--- src/rtl/dm_port_arbiter_if.sv ---
// Signal bundle between the data-memory port arbiter, its two requesters and the DM.
// The arbiter takes the slave view; requesters plus the DM take the master view.
interface dm_port_arbiter_if #(
  parameter int DMA_SIZE = 17,
  parameter int DMD_SIZE = 16
);
  logic                core_req;
  logic                core_wrb;
  logic [DMA_SIZE-1:0] core_add;
  logic [DMD_SIZE-1:0] core_wdata;
  logic                core_gnt;
  logic                core_rvalid;

  logic                hst_req;
  logic                hst_wrb;
  logic [DMA_SIZE-1:0] hst_add;
  logic [DMD_SIZE-1:0] hst_wdata;
  logic                hst_gnt;
  logic                hst_rvalid;

  logic [DMD_SIZE-1:0] rdata;

  logic                ps_dm_cslt;
  logic                ps_dm_wrb;
  logic [DMA_SIZE-1:0] dg_dm_add;
  logic [DMD_SIZE-1:0] bc_dt;
  logic [DMD_SIZE-1:0] dm_bc_dt;

  modport master (
    output core_req, core_wrb, core_add, core_wdata,
    output hst_req, hst_wrb, hst_add, hst_wdata,
    output dm_bc_dt,
    input  core_gnt, core_rvalid, hst_gnt, hst_rvalid, rdata,
    input  ps_dm_cslt, ps_dm_wrb, dg_dm_add, bc_dt
  );

  modport slave (
    input  core_req, core_wrb, core_add, core_wdata,
    input  hst_req, hst_wrb, hst_add, hst_wdata,
    input  dm_bc_dt,
    output core_gnt, core_rvalid, hst_gnt, hst_rvalid, rdata,
    output ps_dm_cslt, ps_dm_wrb, dg_dm_add, bc_dt
  );
endinterface

--- src/rtl/dm_port_arbiter.sv ---
// Core/host arbiter and sequencer for the single data-memory port.
// Define DM_ARB_STARVE_EN to add host starvation protection (wait counter + FORCE_HST state).
module dm_port_arbiter #(
  parameter int DMA_SIZE   = 17,
  parameter int DMD_SIZE   = 16,
  parameter int STARVE_LIM = 4
) (
  input logic              clk,
  input logic              rst,
  dm_port_arbiter_if.slave bus
);

  if (STARVE_LIM < 1 || STARVE_LIM > 15) begin : g_lim_check
    $error("dm_port_arbiter: STARVE_LIM must lie in 1..15");
  end

  logic                core_gnt;
  logic                hst_gnt;
  logic                any_gnt;
  logic                sel_wrb;
  logic [DMA_SIZE-1:0] sel_add;
  logic [DMD_SIZE-1:0] sel_wdata;

  logic                cslt_q;
  logic                wrb_q;
  logic [DMA_SIZE-1:0] add_q;
  logic [DMD_SIZE-1:0] s1_data;
  logic                s1_rd;
  logic                s1_hst;
  logic [DMD_SIZE-1:0] bc_dt_q;
  logic                core_rvalid_q;
  logic                hst_rvalid_q;

`ifdef DM_ARB_STARVE_EN
  typedef enum logic {PRI_CORE, FORCE_HST} state_t;

  localparam logic [3:0] LIM = 4'(STARVE_LIM);

  state_t     state;
  state_t     state_nxt;
  logic [3:0] wait_cnt;
  logic [3:0] wait_cnt_nxt;

  always_ff @(posedge clk or posedge rst) begin
    if (rst) begin
      state    <= PRI_CORE;
      wait_cnt <= 4'd0;
    end else begin
      state    <= state_nxt;
      wait_cnt <= wait_cnt_nxt;
    end
  end

  // The switch to FORCE_HST happens on the edge where the counter reaches the limit,
  // so the host is granted in the very next cycle.
  always_comb begin
    core_gnt     = 1'b0;
    hst_gnt      = 1'b0;
    state_nxt    = state;
    wait_cnt_nxt = 4'd0;
    if (!rst) begin
      case (state)
        PRI_CORE: begin
          core_gnt = bus.core_req;
          hst_gnt  = bus.hst_req & ~bus.core_req;
        end
        FORCE_HST: begin
          hst_gnt  = bus.hst_req;
          core_gnt = bus.core_req & ~bus.hst_req;
        end
        default: begin
          core_gnt = 1'b0;
          hst_gnt  = 1'b0;
        end
      endcase
    end
    if (bus.hst_req && !hst_gnt)
      wait_cnt_nxt = (wait_cnt == 4'hF) ? wait_cnt : wait_cnt + 4'd1;
    case (state)
      PRI_CORE:  if (wait_cnt_nxt >= LIM) state_nxt = FORCE_HST;
      FORCE_HST: if (hst_gnt || !bus.hst_req) state_nxt = PRI_CORE;
      default:   state_nxt = PRI_CORE;
    endcase
  end
`else
  always_comb begin
    core_gnt = bus.core_req & ~rst;
    hst_gnt  = bus.hst_req & ~bus.core_req & ~rst;
  end
`endif

  always_comb begin
    any_gnt   = core_gnt | hst_gnt;
    sel_wrb   = hst_gnt ? bus.hst_wrb   : bus.core_wrb;
    sel_add   = hst_gnt ? bus.hst_add   : bus.core_add;
    sel_wdata = hst_gnt ? bus.hst_wdata : bus.core_wdata;
  end

  // Stage 1 carries the command plus its read/owner tag; stage 2 launches write data
  // and raises the owner's rvalid while the DM presents its registered read data.
  always_ff @(posedge clk or posedge rst) begin
    if (rst) begin
      cslt_q        <= 1'b0;
      wrb_q         <= 1'b0;
      add_q         <= '0;
      s1_data       <= '0;
      s1_rd         <= 1'b0;
      s1_hst        <= 1'b0;
      bc_dt_q       <= '0;
      core_rvalid_q <= 1'b0;
      hst_rvalid_q  <= 1'b0;
    end else begin
      cslt_q <= any_gnt;
      s1_rd  <= any_gnt & ~sel_wrb;
      s1_hst <= hst_gnt;
      if (any_gnt) begin
        wrb_q   <= sel_wrb;
        add_q   <= sel_add;
        s1_data <= sel_wdata;
      end
      if (cslt_q && wrb_q)
        bc_dt_q <= s1_data;
      core_rvalid_q <= s1_rd & ~s1_hst;
      hst_rvalid_q  <= s1_rd & s1_hst;
    end
  end

  assign bus.core_gnt    = core_gnt;
  assign bus.hst_gnt     = hst_gnt;
  assign bus.ps_dm_cslt  = cslt_q;
  assign bus.ps_dm_wrb   = wrb_q;
  assign bus.dg_dm_add   = add_q;
  assign bus.bc_dt       = bc_dt_q;
  assign bus.core_rvalid = core_rvalid_q;
  assign bus.hst_rvalid  = hst_rvalid_q;
  assign bus.rdata       = bus.dm_bc_dt;

endmodule

--- src/flat_wrapper.sv ---
// flat-port wrapper written by rule: the top's interface ports become plain ports
module dm_port_arbiter_flat 
#(
  parameter int DMA_SIZE   = 17,
  parameter int DMD_SIZE   = 16,
  parameter int STARVE_LIM = 4
)
  (clk, rst, bus_core_req, bus_core_wrb, bus_core_add, bus_core_wdata, bus_hst_req, bus_hst_wrb, bus_hst_add, bus_hst_wdata, bus_dm_bc_dt, bus_core_gnt, bus_core_rvalid, bus_hst_gnt, bus_hst_rvalid, bus_rdata, bus_ps_dm_cslt, bus_ps_dm_wrb, bus_dg_dm_add, bus_bc_dt);
  dm_port_arbiter_if #(.DMA_SIZE(DMA_SIZE), .DMD_SIZE(DMD_SIZE)) bus_i ();
  input logic clk;
  input logic rst;
  input wire logic [$bits(bus_i.core_req)-1:0] bus_core_req;
  input wire logic [$bits(bus_i.core_wrb)-1:0] bus_core_wrb;
  input wire logic [$bits(bus_i.core_add)-1:0] bus_core_add;
  input wire logic [$bits(bus_i.core_wdata)-1:0] bus_core_wdata;
  input wire logic [$bits(bus_i.hst_req)-1:0] bus_hst_req;
  input wire logic [$bits(bus_i.hst_wrb)-1:0] bus_hst_wrb;
  input wire logic [$bits(bus_i.hst_add)-1:0] bus_hst_add;
  input wire logic [$bits(bus_i.hst_wdata)-1:0] bus_hst_wdata;
  input wire logic [$bits(bus_i.dm_bc_dt)-1:0] bus_dm_bc_dt;
  output wire logic [$bits(bus_i.core_gnt)-1:0] bus_core_gnt;
  output wire logic [$bits(bus_i.core_rvalid)-1:0] bus_core_rvalid;
  output wire logic [$bits(bus_i.hst_gnt)-1:0] bus_hst_gnt;
  output wire logic [$bits(bus_i.hst_rvalid)-1:0] bus_hst_rvalid;
  output wire logic [$bits(bus_i.rdata)-1:0] bus_rdata;
  output wire logic [$bits(bus_i.ps_dm_cslt)-1:0] bus_ps_dm_cslt;
  output wire logic [$bits(bus_i.ps_dm_wrb)-1:0] bus_ps_dm_wrb;
  output wire logic [$bits(bus_i.dg_dm_add)-1:0] bus_dg_dm_add;
  output wire logic [$bits(bus_i.bc_dt)-1:0] bus_bc_dt;
  assign bus_i.core_req = bus_core_req;
  assign bus_i.core_wrb = bus_core_wrb;
  assign bus_i.core_add = bus_core_add;
  assign bus_i.core_wdata = bus_core_wdata;
  assign bus_i.hst_req = bus_hst_req;
  assign bus_i.hst_wrb = bus_hst_wrb;
  assign bus_i.hst_add = bus_hst_add;
  assign bus_i.hst_wdata = bus_hst_wdata;
  assign bus_i.dm_bc_dt = bus_dm_bc_dt;
  assign bus_core_gnt = bus_i.core_gnt;
  assign bus_core_rvalid = bus_i.core_rvalid;
  assign bus_hst_gnt = bus_i.hst_gnt;
  assign bus_hst_rvalid = bus_i.hst_rvalid;
  assign bus_rdata = bus_i.rdata;
  assign bus_ps_dm_cslt = bus_i.ps_dm_cslt;
  assign bus_ps_dm_wrb = bus_i.ps_dm_wrb;
  assign bus_dg_dm_add = bus_i.dg_dm_add;
  assign bus_bc_dt = bus_i.bc_dt;
  dm_port_arbiter #(.DMA_SIZE(DMA_SIZE), .DMD_SIZE(DMD_SIZE), .STARVE_LIM(STARVE_LIM)) u_core (.clk(clk), .rst(rst), .bus(bus_i));
endmodule
--- config.mk ---
export PLATFORM = sky130hd
export DESIGN_NAME = dm_port_arbiter_flat
export DESIGN_NICKNAME = d
export VERILOG_FILES = /design/src/rtl/dm_port_arbiter_if.sv /design/src/rtl/dm_port_arbiter.sv /design/src/flat_wrapper.sv
export SDC_FILE = /design/constraint.sdc
export NUM_CORES = 1
export LEC_CHECK = 0
export CAP_MARGIN = 20
export CORE_UTILIZATION = 34
export CTS_CLUSTER_DIAMETER = 30
export DETAILED_ROUTE_END_ITERATION = 10
export GPL_ROUTABILITY_DRIVEN = 0
export PLACE_DENSITY = 0.76
export SYNTH_ARGS = -nofsm -noshare
export SYNTH_HDL_FRONTEND = slang
export SYNTH_SLANG_ARGS = --single-unit
export TNS_END_PERCENT = 30
--- constraint.sdc ---
create_clock -name clk -period 3.2 [get_ports clk]
set_clock_uncertainty 0.2 [all_clocks]
set_input_delay 0.32 -clock clk [delete_from_list [all_inputs] [get_ports clk]]
set_output_delay 0.32 -clock clk [all_outputs]
set_load 0.02 [all_outputs]
==> reports/summary.md, run 1 <==
After clock tree synthesis, the repair step resized 0 gates. The number of cells on the critical path was 4. The run finished with clean final reports. The ratio of routed vias to standard cells is 4.864. When the netlist entered floorplanning its net count stood at 312. The count of hold buffers inserted by post-cts repair was 0. The kind of launch point of the worst setup path was an input pin. The power per unit of standard cell area was 548.2 mW/mm^2. The start point of the worst min-delay path is u_core.s1_hst$_DFF_PP0_. The number of antenna violations at the first check in global routing was 0; the biggest cell delay along the critical path was 0.63 ns. After detailed routing, the number of remaining DRC violations is 0. The logs give 2.68 ns for the critical path required time and 0.001421 uW for the leakage power figure. The run gives 1.48 ns as the setup slack on the worst flop-to-flop path. The final net count is 404. The critical path is of the input pin to output pin type. Sorting the synthesized cells by area gives the leading types as sky130_fd_sc_hd__dfrtp_1, sky130_fd_sc_hd__mux2_2, sky130_fd_sc_hd__o22ai_1, sky130_fd_sc_hd__buf_4, sky130_fd_sc_hd__a21oi_1. The cell type of the slowest stage on the worst timing path was sky130_fd_sc_hd__clkdlybuf4s50_1. Clock tree synthesis found a total of 55 sinks. Global routing finished with a remaining overflow of 0. The worst slew slack as a fraction of its limit was 51.54%; the largest net degree at the start of global routing was 82. The mean instance size in the synthesized netlist is 10.92 um^2. STA classifies the critical path endpoint as an output pin. Wire segments on met3 add up to 233 um in the final route. The family with the most delay on the worst path was buffers and inverters.

The number of setup buffers added after CTS is 0. The minimum clock period came out at 2.275 ns. The tools report the number of max-slew violations in the final report as 0. The part of the cycle the worst path needs is 71.09%. Share of Yosys cell area claimed by the top area cell type: 56.27%.

The count of antenna diodes in the layout is 0. The die is 86.82 um wide. The run gives 2484 um as the detailed-routing wirelength on met1. 143 I/O pins were placed. Derived from the worst setup path, the maximum achievable clock frequency is 0.4396 GHz. The TritonCTS buffer count was 5; the worst-case reg-to-reg path depth was 2.

Clock-pin slew was measured on the worst setup and hold paths at 0.10 ns. The worst-skew pair later-pin latency was 0.30 ns. For hold timing, the worst endpoint is u_core.bus.core_rvalid$_DFF_PP0_. The tools report the count of final hold-check violations as 0.

The wire-length estimate of the detail-placed layout is 4270 um. For the depth of the CTS H-tree, the log shows 2. Setup repair after global routing left no endpoint under its margin. The overall power after layout is 1969 uW, and the post-synthesis cell type count is 22. The initial core utilization is 35.61%. The tools report the endpoint of the lowest-slack register-to-register path as u_core.bus.bc_dt[2]$_DFFE_PP0P_. The clock tree root driver cell was sky130_fd_sc_hd__clkbuf_8. The run gives 6043 um as the final wirelength. For this run, the leading register cell type out of synthesis is sky130_fd_sc_hd__dfrtp_1. The count of nets left with antenna violations once routing finished came out at 0. The die covers 0.007538 mm^2. Classification of the worst-slack hold path: register to register. The number of setup violations in the final report was 0; the utilization after layout was 52.30%.

The tools report the critical path arrival as 1.75 ns. The core region is 0.006869 mm^2. Input and output buffers added on the ports amount to 110. The highest net fanout along the worst path is 5, and the wire length per cell is 14.63 um.

Across the run, the number of max-cap violations was 0. The iteration count of the initial detailed-routing pass is 6. The number of synthesized flops with an enable pin was 0.

During synthesis, Yosys emitted a total of 0 warnings. Growth of design area from synthesis to finish: 46.85%. The signal on the critical path passes through clkdlybuf4s50_1, nand2b_1, nor2_1, clkdlybuf4s50_1. The floorplan step set the die height to 86.82 um. The via count of the first global-routing pass was 1953; the number of cells produced by synthesis was 224. Row generation in the floorplan step produced 30 rows. In this run, the number of DRC markers left after iteration 0 of detailed routing was 78. The highest metal layer with signal wires was met4.

Adding up every negative setup slack in the final design gives 0 ns. Post-synthesis cell type with the largest combined area: sky130_fd_sc_hd__dfrtp_1. The tools report the launch instance of the worst register-to-register path as u_core.bus.ps_dm_wrb$_DFFE_PP0P_. TritonCTS built the clock tree. The most frequent cell on the critical path was sky130_fd_sc_hd__clkdlybuf4s50_1. Leaving out fill and tap cells, the most frequent cells in the layout are sky130_fd_sc_hd__clkdlybuf4s50_1, sky130_fd_sc_hd__dfrtp_1, sky130_fd_sc_hd__nor2_1. The first global-routing pass estimated 9542 um of wire. The minimum hold slack was 0.2241 ns. Synthesis inferred 55 register bits. After synthesis, flip-flops and latches occupy 56.27% of the total area. The deepest clock path buffer count came out at 2. The worst path buffer plus inverter count is 2. Of all flip-flops after synthesis, the portion carrying an async set or reset was 100.0%.

For this run, the total global-route usage over all layers was measured as 16.57%. The library cell used most frequently in the layout, excluding fill and tap cells, is sky130_fd_sc_hd__clkdlybuf4s50_1. The actual slew at the worst max-slew pin was 0.7251 ns; the fraction of layout instances using a drive strength above 1 was 11.36%.

Detailed routing inserted a total of 2009 vias. The routed wire length on met2 is 3239 um. The cell depth of the worst min-delay path was 1. IR analysis of the VDD net gives a maximum drop of 0.0001715 V.

The post-synthesis cell area was 0.002446 mm^2.
[synth_stat cells (3+ instances only)]
cell                       count
sky130_fd_sc_hd__nand2_1       9
sky130_fd_sc_hd__nor2_1       30
sky130_fd_sc_hd__buf_2         5
sky130_fd_sc_hd__a221o_1       8
sky130_fd_sc_hd__dfrtp_1      55
sky130_fd_sc_hd__clkbuf_1      3
sky130_fd_sc_hd__o22ai_1      26
sky130_fd_sc_hd__mux2_2       16
sky130_fd_sc_hd__buf_4        20
sky130_fd_sc_hd__o21ai_2       3
sky130_fd_sc_hd__o21ai_0       5
sky130_fd_sc_hd__a21oi_1      26
sky130_fd_sc_hd__nand2b_1      9
[registers in the layout (all words and copies together) (netlist names)]
| register | cells |
|---|---|
| u_core.bus.dg_dm_add | 17 |
| u_core.bus.bc_dt | 16 |
| u_core.s1_data | 16 |
| u_core.bus.core_rvalid | 1 |
| u_core.bus.hst_rvalid | 1 |
| u_core.bus.ps_dm_cslt | 1 |
| u_core.bus.ps_dm_wrb | 1 |
| u_core.s1_hst | 1 |
| u_core.s1_rd | 1 |
[final cells by class]
type                       count  area (um^2)
timing repair buffer         115         1151
sequential                    55         1376
fill                         599         3277
tap                           96        120.1
clock buffer                   5        68.82
clock inverter                 3        23.77
inverter                       2        7.507
multi-input combinational    137        844.6
[how the worst max path moves through the flow]
| stage | end | start | slack, ns |
|---|---|---|---|
| after global placement | bus_hst_gnt | bus_core_req | 0.94 |
| after floorplan | u_core.bus.bc_dt[0]$_DFFE_PP0P_ | rst | 0.15 |
| after CTS | bus_hst_gnt | bus_core_req | 0.92 |
| final | bus_hst_gnt | bus_core_req | 0.93 |
| after detailed placement | bus_hst_gnt | bus_core_req | 0.91 |
| after global routing | bus_hst_gnt | bus_core_req | 0.86 |
[routing by layer]
metal / GRT usage, % / vias to the layer above
li1: - / 963
met1: 19.75 / 982
met2: 29.85 / 53
met3: 2.571 / 11
met4: 6.515 / 0
met5: 0 / -
[worst register-to-register path, stage by stage (launching register included)]
cell and delay, ns:
sky130_fd_sc_hd__dfrtp_1 0.43, sky130_fd_sc_hd__nand2_1 0.56, sky130_fd_sc_hd__mux2_2 0.42
[cells by family after synthesis]
family	count (synthesis)	synth area share, %
compound gates	70	18.11
buf+inv	32	9.207
flops	55	56.27
mux	16	7.366
simple gates	51	9.054
[stage by stage]
| step | worst slack, ns | cell area, um^2 | instances |
|---|---|---|---|
| after floorplan | 0.1543 | 2446 | 224 |
| after global placement | 0.9442 | 3500 | 405 |
| after detailed placement | 0.9128 | 3500 | 405 |
| after CTS | 0.9158 | 3592 | 413 |
| after global routing | 0.8600 | 3592 | 413 |
| final | 0.9250 | 3592 | 413 |
[where the power goes]
group | switching, uW | internal, uW | leakage [uW]
registers | 71.0 | 827 | 0.000627
logic | 308 | 370 | 0.000748
clock network | 234 | 159 | 0.0000461
Power figures use the tool's default switching activity.
==> run 2, diff against run 1 <==
--- a/config.mk
+++ b/config.mk
@@ -6,11 +6,11 @@
 export NUM_CORES = 1
 export LEC_CHECK = 0
 export CAP_MARGIN = 20
-export CORE_UTILIZATION = 34
+export CORE_UTILIZATION = 38
 export CTS_CLUSTER_DIAMETER = 30
 export DETAILED_ROUTE_END_ITERATION = 10
 export GPL_ROUTABILITY_DRIVEN = 0
-export PLACE_DENSITY = 0.76
+export PLACE_DENSITY = 0.81
 export SYNTH_ARGS = -nofsm -noshare
 export SYNTH_HDL_FRONTEND = slang
 export SYNTH_SLANG_ARGS = --single-unit
==> constraint.sdc (replaced) <==
create_clock -name clk -period 2.1 [get_ports clk]
set_clock_uncertainty 0.2 [all_clocks]
set_input_delay 0.21 -clock clk [delete_from_list [all_inputs] [get_ports clk]]
set_output_delay 0.21 -clock clk [all_outputs]
set_load 0.02 [all_outputs]
==> reports/summary.md, run 2 (same netlist as run 1, synthesis figures left out) <==
The power per unit of standard cell area works out to 832.5 mW/mm^2 (was 548.2 mW/mm^2). The switching component of the power came out at 912.6 uW (was 612.8 uW). The highest net fanout along the worst path came out at 5 (unchanged). The worst-case reg-to-reg path depth is 3 (was 2), and the number of I/O port buffers is 110 (unchanged). The run gives 6034 um (was 6043 um) as the final wirelength. The number of nets with antenna violations after detailed routing is 0 (unchanged), and the worst slew slack as a fraction of its limit is 56.36% (was 51.54%). The switching fraction of total power is 30.24% (was 31.12%), and the count of routing violations after the opening detailed-route iteration is 64 (was 78). The internal power component was 2105 uW (was 1356 uW); the worst-skew pair later-pin latency was 0.30 ns (about the same). The combined global-route utilization of all metal layers was 19.35% (was 16.57%). The family with the most delay on the worst path is buffers and inverters (unchanged). The area of the core was 0.006061 mm^2 (was 0.006869 mm^2).

For the leakage power figure, the log shows 0.001467 uW (was 0.001421 uW). The growth of design area from synthesis to finish works out to 48.18% (was 46.85%). Setup repair after global routing left no endpoint under its margin. The deepest clock path buffer count was 2 (unchanged). The part of the cycle the worst path needs was 94.81%.

The overall power after layout came out at 3018 uW (was 1969 uW). Series of cell instances along the critical path: clkdlybuf4s50_1, inv_2, nor2_2, clkdlybuf4s50_1 (was clkdlybuf4s50_1, nand2b_1, nor2_1, clkdlybuf4s50_1). The post-CTS repair timing setup buffer count came out at 0 (unchanged).

The worst path buffer plus inverter count works out to 3 (was 2). The wire length per cell works out to 15.20 um (was 14.63 um). The flip-flop count of the largest register after layout is 17 (unchanged), and the fraction of power consumed by the clock network is 20.2% (was 19.9%). The count of final hold-check violations was 0 (unchanged); the initial core utilization was 40.36% (was 35.61%).

The tools report the endpoint class of the critical path as an output pin (unchanged). The run gives 2 (unchanged) as the depth of the CTS H-tree. The minimum hold slack is 0.2200 ns (was 0.2241 ns).

Cell type of the slowest stage on the worst timing path: sky130_fd_sc_hd__clkdlybuf4s50_1 (unchanged). The tools report the finished layout cell area as 0.003625 mm^2 (was 0.003592 mm^2). The number of DRC violations after detailed routing came out at 0 (unchanged).

The logs give 143 (unchanged) for the number of primary I/O pins and 28 (was 30) for the cell row count. The utilization after layout came out at 59.81% (was 52.30%). The cell depth of the worst min-delay path is 0 (was 1), and the fraction of layout instances using a drive strength above 1 is 12.73% (was 11.36%).

The upper clock frequency limit is 0.5023 GHz, and the number of max-slew violations in the final report is 0 (unchanged). Classification of the worst-slack hold path: input pin to output pin (was register to register). Total of max-cap violations: 0 (unchanged).

The total die area is 0.006762 mm^2 (was 0.007538 mm^2), and the number of cells on the critical path is 4 (unchanged). The logs give 1971 (was 1953) for the via count of the first global-routing pass and 0 (unchanged) for the number of antenna violations at the first check in global routing. The maximum vdd ir drop is 0.0004884 V (was 0.0001715 V), and the biggest cell delay along the critical path is 0.62 ns (was 0.63 ns). Critical path start-end classification: input pin to output pin (unchanged). The final net count was 409 (was 404); the via total after detailed routing was 2038 (was 2009). The run finished with clean final reports. TritonCTS built the clock tree. Height of the die: 82.23 um (was 86.82 um). The most frequent cell on the critical path is sky130_fd_sc_hd__clkdlybuf4s50_1 (unchanged). For the global route total overflow, the log shows 0 (unchanged). The logs give 45.4% (was 45.6%) for the proportion of power drawn by flip-flops and latches and 0 (unchanged) for the number of setup violations in the final report.

The logic gate share of total power was 34.4% (was 34.5%). The ratio of routed vias to standard cells is 5.134 (was 4.864), and the count of antenna diodes in the layout is 0 (unchanged). The critical path required time is 1.69 ns (was 2.68 ns). The clock period could shrink to 1.991 ns. The clock tree root driver cell was sky130_fd_sc_hd__clkbuf_8 (unchanged). The actual slew at the worst max-slew pin was 0.6521 ns (was 0.7251 ns); the total negative slack was 0 ns (unchanged). The half-perimeter wire length of the detailed placement result was 4401 um (was 4270 um); the iteration count of the initial detailed-routing pass was 4 (was 6).

The most common cell after layout, fill and taps aside was sky130_fd_sc_hd__clkdlybuf4s50_1 (unchanged). The largest net degree at the start of global routing is 47 (was 82), and the wire length of the first global-routing pass is 9666 um (was 9542 um). Most frequent cells in the layout: sky130_fd_sc_hd__clkdlybuf4s50_1, sky130_fd_sc_hd__dfrtp_1, sky130_fd_sc_hd__nor2_1 (unchanged). The chip width is 82.23 um (was 86.82 um).

The placed instance area came out at 0.003523 mm^2 (was 0.003500 mm^2). The critical path arrival is 1.58 ns (was 1.75 ns). The sink count of the clock tree was 55 (unchanged); the TritonCTS buffer count was 5 (unchanged). The kind of launch point of the worst setup path was an input pin (unchanged).
[run 2: cell count changes in the layout (fill, tap and decap cells not counted), sizes merged]
cell,change
buf,+5
clkbuf,+1
clkdlybuf4s50,-1
dlymetal6s2s,+1
inv,-1
[run 2: worst paths after layout]
| path | start | end | slack (ns) |
|---|---|---|---|
| setup / recovery | bus_core_req | bus_core_gnt | 0.11 |
| hold / removal | bus_dm_bc_dt[15] | bus_rdata[15] | 0.22 |
| setup reg to reg | u_core.bus.ps_dm_wrb$_DFFE_PP0P_ | u_core.bus.bc_dt[7]$_DFFE_PP0P_ | 0.68 |
| hold reg to reg | u_core.s1_hst$_DFF_PP0_ | u_core.bus.core_rvalid$_DFF_PP0_ | 0.25 |
| max in group asynchronous | rst | u_core.s1_data[6]$_DFFE_PP0P_ | 1.10 |
| min in group asynchronous | rst | u_core.bus.dg_dm_add[7]$_DFFE_PP0P_ | 0.39 |
[run 2: final cells by class]
class	instances	area, um^2
inverters	2	7.507
multi-input cells	137	844.6
clock buffers	6	82.58
fillers	518	2436
flip-flops and latches	55	1376
clock inverters	2	16.27
well taps	75	93.84
repair buffers	120	1204
[run 2: metal layers]
metal	track usage (%)	share of wire, %	up-vias	wire [um]
li1	-	-	970	-
met2	31.90	50	64	3009
met4	8.947	2.4	0	145
met5	0	0	-	0
met1	23.62	42	988	2545
met3	5.055	5.5	16	333
[run 2: through the flow]
step	worst slack, ns	instances
after floorplan	0.2298	224
after global placement	0.08578	389
after detailed placement	0.04599	389
after CTS	0.04139	397
after global routing	0.03056	397
final	0.1090	397
[run 2: power by group through the flow]
stage	clock network (uW)	registers, uW	logic (uW)
2_1_floorplan	0	1580	344
3_3_place_gp	0	1380	1030
3_5_place_dp	0	1390	1050
4_1_cts	630	1370	1050
5_1_grt	679	1400	1110
6_report	610	1370	1040
[run 2: what timing repair did]
item	4_1_cts	5_1_grt
resized for setup	0	1
setup endpoints to repair	0	1
hold buffers	0	0
endpoints found under the hold margin	0	0
==> edit 1, RTL diff (flow settings as in run 2) <==
`DMA_SIZE` is set to 17 in 3 places; all go to 34.
--- a/src/rtl/dm_port_arbiter_if.sv
+++ b/src/rtl/dm_port_arbiter_if.sv
@@ -2,5 +2,5 @@
 // The arbiter takes the slave view; requesters plus the DM take the master view.
 interface dm_port_arbiter_if #(
-  parameter int DMA_SIZE = 17,
+  parameter int DMA_SIZE = 34,
   parameter int DMD_SIZE = 16
 );
--- a/src/rtl/dm_port_arbiter.sv
+++ b/src/rtl/dm_port_arbiter.sv
@@ -2,5 +2,5 @@
 // Define DM_ARB_STARVE_EN to add host starvation protection (wait counter + FORCE_HST state).
 module dm_port_arbiter #(
-  parameter int DMA_SIZE   = 17,
+  parameter int DMA_SIZE   = 34,
   parameter int DMD_SIZE   = 16,
   parameter int STARVE_LIM = 4
--- a/src/flat_wrapper.sv
+++ b/src/flat_wrapper.sv
@@ -2,5 +2,5 @@
 module dm_port_arbiter_flat 
 #(
-  parameter int DMA_SIZE   = 17,
+  parameter int DMA_SIZE   = 34,
   parameter int DMD_SIZE   = 16,
   parameter int STARVE_LIM = 4
Ports: changed (resized bus_core_add, bus_dg_dm_add and bus_hst_add); port bits go from 143 to 194. No check against the original RTL was run, so the function may have changed too.
==> edit 1 against run 2 <==
Setup slack better by 75 ps. Register-to-register slack about the same. Routed wire length rose by 45%. Cell area up 42%. Count of clock-buffer cells in the layout is 5 higher. Non-clock buffer count up 55. Synthesized area up 33%. Total power grew 48%. Largest cell class unchanged. Sequential cell count grew 17. Highest routed layer unchanged.
==> edit 1: results (changes against run 2) <==
Detailed routing
  – Vias per cell: 5.14 (about the same)
  – Pre-antenna DRT Iters: 4 (unchanged)
  – Number of DRC markers in iteration 0: 74 (+16%)
  – Detailed-route via count: 2,912 (+43%)
  – Wirelength per Cell: 15.4 µm (+1.3%)

Hold path
  – Hold Path Sink: bus_rdata[8]
  – Hold Path Origin: bus_dm_bc_dt[8]
  – Hold Path Cell Cnt: 0 (unchanged)
  – HP Class: primary input to primary output

Finish
  – Ant diodes: 0 (unchanged)
  – # fillers: 666 (+29%)
  – Layout cells sized above 1: 12.1% (-0.61 points)
  – Nets@finish: 579 (+42%)
  – Max reg flops: 34 (+17)

Global routing
  – Largest net degree at the start of global routing: 55 (+17%)
  – GR Util All Layers: 19.8% (+0.47 points)
  – Number of global-route vias before repair: 2,888 (+47%)
  – First-pass GRT wire length: 13.4 mm (+39%)

STA
  – Hold Slack: 220 ps (-0.00100 ps)
  – Setup TNS: 0 ps (unchanged)
  – Worst-margin pin slew: 699 ps (+47.4 ps)

Pwr
  – Int Pwr: 3.22 mW (+53%)
  – Reported clock group power: 1.31 mW (+110%)
  – Leakage: 2.07 nW (+41%)
  – Reg power frac: 39.8% (-5.6 points)
  – VDD IR max: 0.000371 V (-24%)
  – Power Density: 868 nW/µm² (+4.3%)

Critical path
  – CP arrival: 1510 ps (-70 ps)
  – Worst r2r path cells: 3 (unchanged)
  – FF-to-FF Start: u_core.bus.ps_dm_wrb
  – Slowest CP cell: clkdlybuf4s50_1
  – CP bufs+invs: 3 (unchanged)
  – Reg-to-reg endpoint: u_core.bus.bc_dt[3]
  – Critical path fanouts, max: 3 (-2)

CTS
  – Number of CTS-inserted buffers: 9 (+4)
  – Worst-skew pair later-pin latency: 330 ps (+30 ps)
  – Clock Path Buffers: 2 (unchanged)
  – H-tree Lvls: 3 (+1)
  – CTS Root Cell: clkbuf_8

Synthesis
  – Synth Area in Adders: 0% (unchanged)
  – Commonest cells post-synth: dfrtp_1, nor2_1, a21oi_1, o22ai_1, buf_4
  – Largest cells by area after synthesis: dfrtp_1, o22ai_1, mux2_2, a21oi_1, a221o_1
  – Register area share after synthesis: 55.2% (-1.1 points)
  – Post-synthesis xor/xnor area fraction: 0% (unchanged)
  – Post-synthesis compound-gate area fraction: 20.7% (+2.6 points)
  – Library cells used by synthesis: 23 (+4.5%)
  – Post-synthesis async set-or-reset flop share: 100% (unchanged)
  – Synth Net Count: 432 (+38%)
  – Synthesized area per cell: 10.5 µm² (-3.6%)
  – Fraction of synthesized area in multiplexers: 5.52% (-1.8 points)

Placement
  – Number of port buffers: 161 (+46%)
  – Placed cell areas: 4900 µm² (+39%)
  – Worst slack at placement: -29.1 ps (-75.1 ps)
  – # placed instances: 551 (+42%)
  – Post-DP HPWL: 6.41 mm (+46%)

Status
  – Status: completed
edit 1: cell types whose count changed after synthesis, moves of 3 or more:
cell	delta
o21ai_0	-3
nand2b_1	+9
buf_2	+9
buf_1	+3
o21ai_1	+10
a21oi_1	+8
dfrtp_1	+17
nor2_1	+7
o22ai_1	+8
nand2_1	+9
a221o_1	+9
edit 1: area by class of cell:
| cell class | count | area [µm²] | area share (%) |
|---|---|---|---|
| Sequential cell | 72 | 1800 | 35.0 |
| Timing Repair Buffer | 175 | 1750 | 34.0 |
| Multi-Input combinational cell | 197 | 1210 | 23.5 |
| Clock buffer | 11 | 141 | 2.75 |
| Tap cell | 105 | 131 | 2.55 |
| Clock inverter | 5 | 104 | 2.02 |
| Inverter | 2 | 10.0 | 0.194 |
edit 1: repair_timing:
| action | 4_1_cts | 5_1_grt |
|---|---|---|
| endpoints found under the hold margin | 0 | 0 |
| hold buffers | 0 | 0 |
| setup buffers | 0 | 0 |
| setup endpoints to repair | 1 | 0 |
| gates resized for setup | 1 | 0 |
edit 1: how the worst max path moves through the flow:
stage,start,endpoint,slack (ps),cells past startpoint
floorplan,rst,u_core.bus.dg_dm_add[14],380,5
global placement,bus_core_req,u_core.s1_data[4],50,6
detailed placement,bus_core_req,u_core.bus.dg_dm_add[19],-30,6
CTS,bus_core_req,bus_core_gnt,180,4
global route,bus_core_req,bus_core_gnt,140,4
finish,bus_core_req,bus_core_gnt,180,4
edit 1: layer usage:
metal	vias up	global-route usage [%]	wire length (µm)
met5	-	0	0
met4	0	7.70	121
met3	15	5.15	906
met2	141	34.1	4250
met1	1366	23.7	3450
li1	1390	-	-
==> edit 2, RTL diff (settings of run 2) <==
Made on the original files. Add a define of `DM_ARB_STARVE_EN`.
--- a/src/rtl/dm_port_arbiter.sv
+++ b/src/rtl/dm_port_arbiter.sv
@@ -1,4 +1,6 @@
 // Core/host arbiter and sequencer for the single data-memory port.
 // Define DM_ARB_STARVE_EN to add host starvation protection (wait counter + FORCE_HST state).
+`define DM_ARB_STARVE_EN
+
 module dm_port_arbiter #(
   parameter int DMA_SIZE   = 17,
Formal check against the unedited RTL: not equivalent (a bounded check fails within 10 cycles, from zero or initial values and one cycle with rst high).
==> edit 2 against run 2 <==
Routed wire length is 20% higher. Die area increased by 17%. Synthesized area rose by 17%. Critical endpoint is now bus_hst_gnt. Largest power group unchanged. Critical path type unchanged. Via count rose by 20%. Global-route usage increased by 0.43 points. Cell area grew 15%. Sequential cell count rose by 5. Critical path depth unchanged. Utilization fell by 2.6 points. Maximum frequency rose by 2.1%. Synthesized cell count rose by 26%. Sequential share of layout area shrank 1.8 points. Total power rose by 16%. Setup slack better by 41 ps.
==> edit 2: results (changes against run 2) <==
Status
  – Status: completed

Global routing
  – Largest net degree at the start of global routing: 61 (+30%)
  – GRT met1 Usage: 24.6% (+1.0 points)
  – Met3 usage: 3.45% (-1.6 points)
  – First-pass GRT wire length: 11.8 mm (+22%)
  – Initial antenna violation count: 0 (unchanged)
  – Met2 Use GR: 33.3% (+1.4 points)
  – GR Util All Layers: 19.8% (+0.43 points)
  – Number of global-route vias before repair: 2,487 (+26%)

Detailed routing
  – Met3 wire len: 296 µm (-11%)
  – Metal1 wirelength: 3.10 mm (+22%)
  – Detailed-route via count: 2,446 (+20%)
  – WL met2: 3.69 mm (+23%)
  – Number of DRC markers in iteration 0: 59 (-7.8%)
  – Top layer reached by signal wires: met4
  – Wirelength per Cell: 15.1 µm (-0.72%)

Pwr
  – VDD IR max: 0.000383 V (-22%)
  – Reported clock group power: 1.01 mW (+66%)
  – Psw: 1.01 mW (+10%)
  – Leakage: 1.64 nW (+12%)
  – Clock share of power: 28.9% (+8.7 points)

Placement
  – Post-DP HPWL: 4.99 mm (+13%)
  – # placed instances: 464 (+19%)
  – Placed cell areas: 3970 µm² (+13%)

Synthesis
  – Commonest cells post-synth: dfrtp_1, nor2_1, nand3_1
  – Largest cells by area after synthesis: dfrtp_1, nand3_1, mux2_2, o21ai_0, nor2_1
  – Synth Net Count: 372 (+19%)
  – Register area share after synthesis: 52.4% (-3.9 points)
  – Library cells used by synthesis: 31 (+41%)
  – Synthesized area per cell: 10.1 µm² (-7.2%)

CTS
  – Number of CTS-inserted buffers: 9 (+4)
  – Clock Path Buffers: 2 (unchanged)
  – CTS Root Cell: clkbuf_8
  – Worst-skew pair later-pin latency: 320 ps (+20 ps)
  – H-tree Lvls: 3 (+1)

Critical path
  – Critical path fanouts, max: 4 (-1)
  – Delay of the slowest critical-path stage: 490 ps (-130 ps)
  – CP arrival: 1540 ps (-40 ps)

Finish
  – Layout cells sized above 1: 14.2% (+1.5 points)
  – # fillers: 675 (+30%)
  – Layout Cells excl Fill: 478 (+20%)
  – Nets@finish: 465 (+14%)

STA
  – Worst-margin pin slew: 741 ps (+89.2 ps)
## edit 2: cell types whose count changed in the layout (fill, tap and decap cells not counted), sizes merged, moves of 5 or more
cell / change
a21oi: -24
a221o: -8
a31oi: +33
clkbuf: +6
dfrtp: +5
nand2: -5
nand2b: -8
nand3: +34
nor2: +8
o21ai: +27
o22ai: -26
## edit 2: path summary, 6_finish.rpt
path	startpoint	to	slack, ps	cells past startpoint
worst max-delay path	rst	bus_hst_gnt	150	4
worst min-delay path	bus_dm_bc_dt[7]	bus_rdata[7]	220	0
worst max register to register	u_core.state	u_core.wait_cnt[3]	410	5
worst min register to register	u_core.s1_hst	u_core.bus.core_rvalid	220	1
max in group asynchronous	rst	u_core.bus.bc_dt[6]	860	3
min in group asynchronous	rst	u_core.bus.dg_dm_add[10]	360	3
## edit 2: through the flow
stage / worst slack, ps / setup TNS, ps
after global routing: 106 / 0
after CTS: 178 / 0
after detailed placement: -116 / -146
final: 150 / 0
after global placement: -99.5 / -131
after floorplan: 10.9 / 0
## edit 2: layout make-up
type | count | area, µm² | area share (%)
clock buffer | 12 | 155 | 3.74
timing repair buffer | 122 | 1230 | 29.5
sequential | 60 | 1500 | 36.2
multi-input combinational | 180 | 1100 | 26.4
tap | 99 | 124 | 2.98
clock inverter | 2 | 35.0 | 0.844
inverter | 3 | 15.0 | 0.362
## edit 2: logic make-up after synthesis
logic type	after synthesis	share of synthesized area, %
XOR/XNOR	1	0.306
multiplexers	16	6.24
buffers and inverters	43	9.47
AND/OR/NAND/NOR	87	13.8
flip-flops	60	52.4
AO/OA/AOI/OAI	75	17.3
adder cells (fa/ha/maj)	1	0.436
## edit 2: repair_timing
item                       4_1_cts  5_1_grt
setup endpoints to repair        2        0
hold buffers                     0        0
gates resized for setup          2        0
setup buffers                    0        0
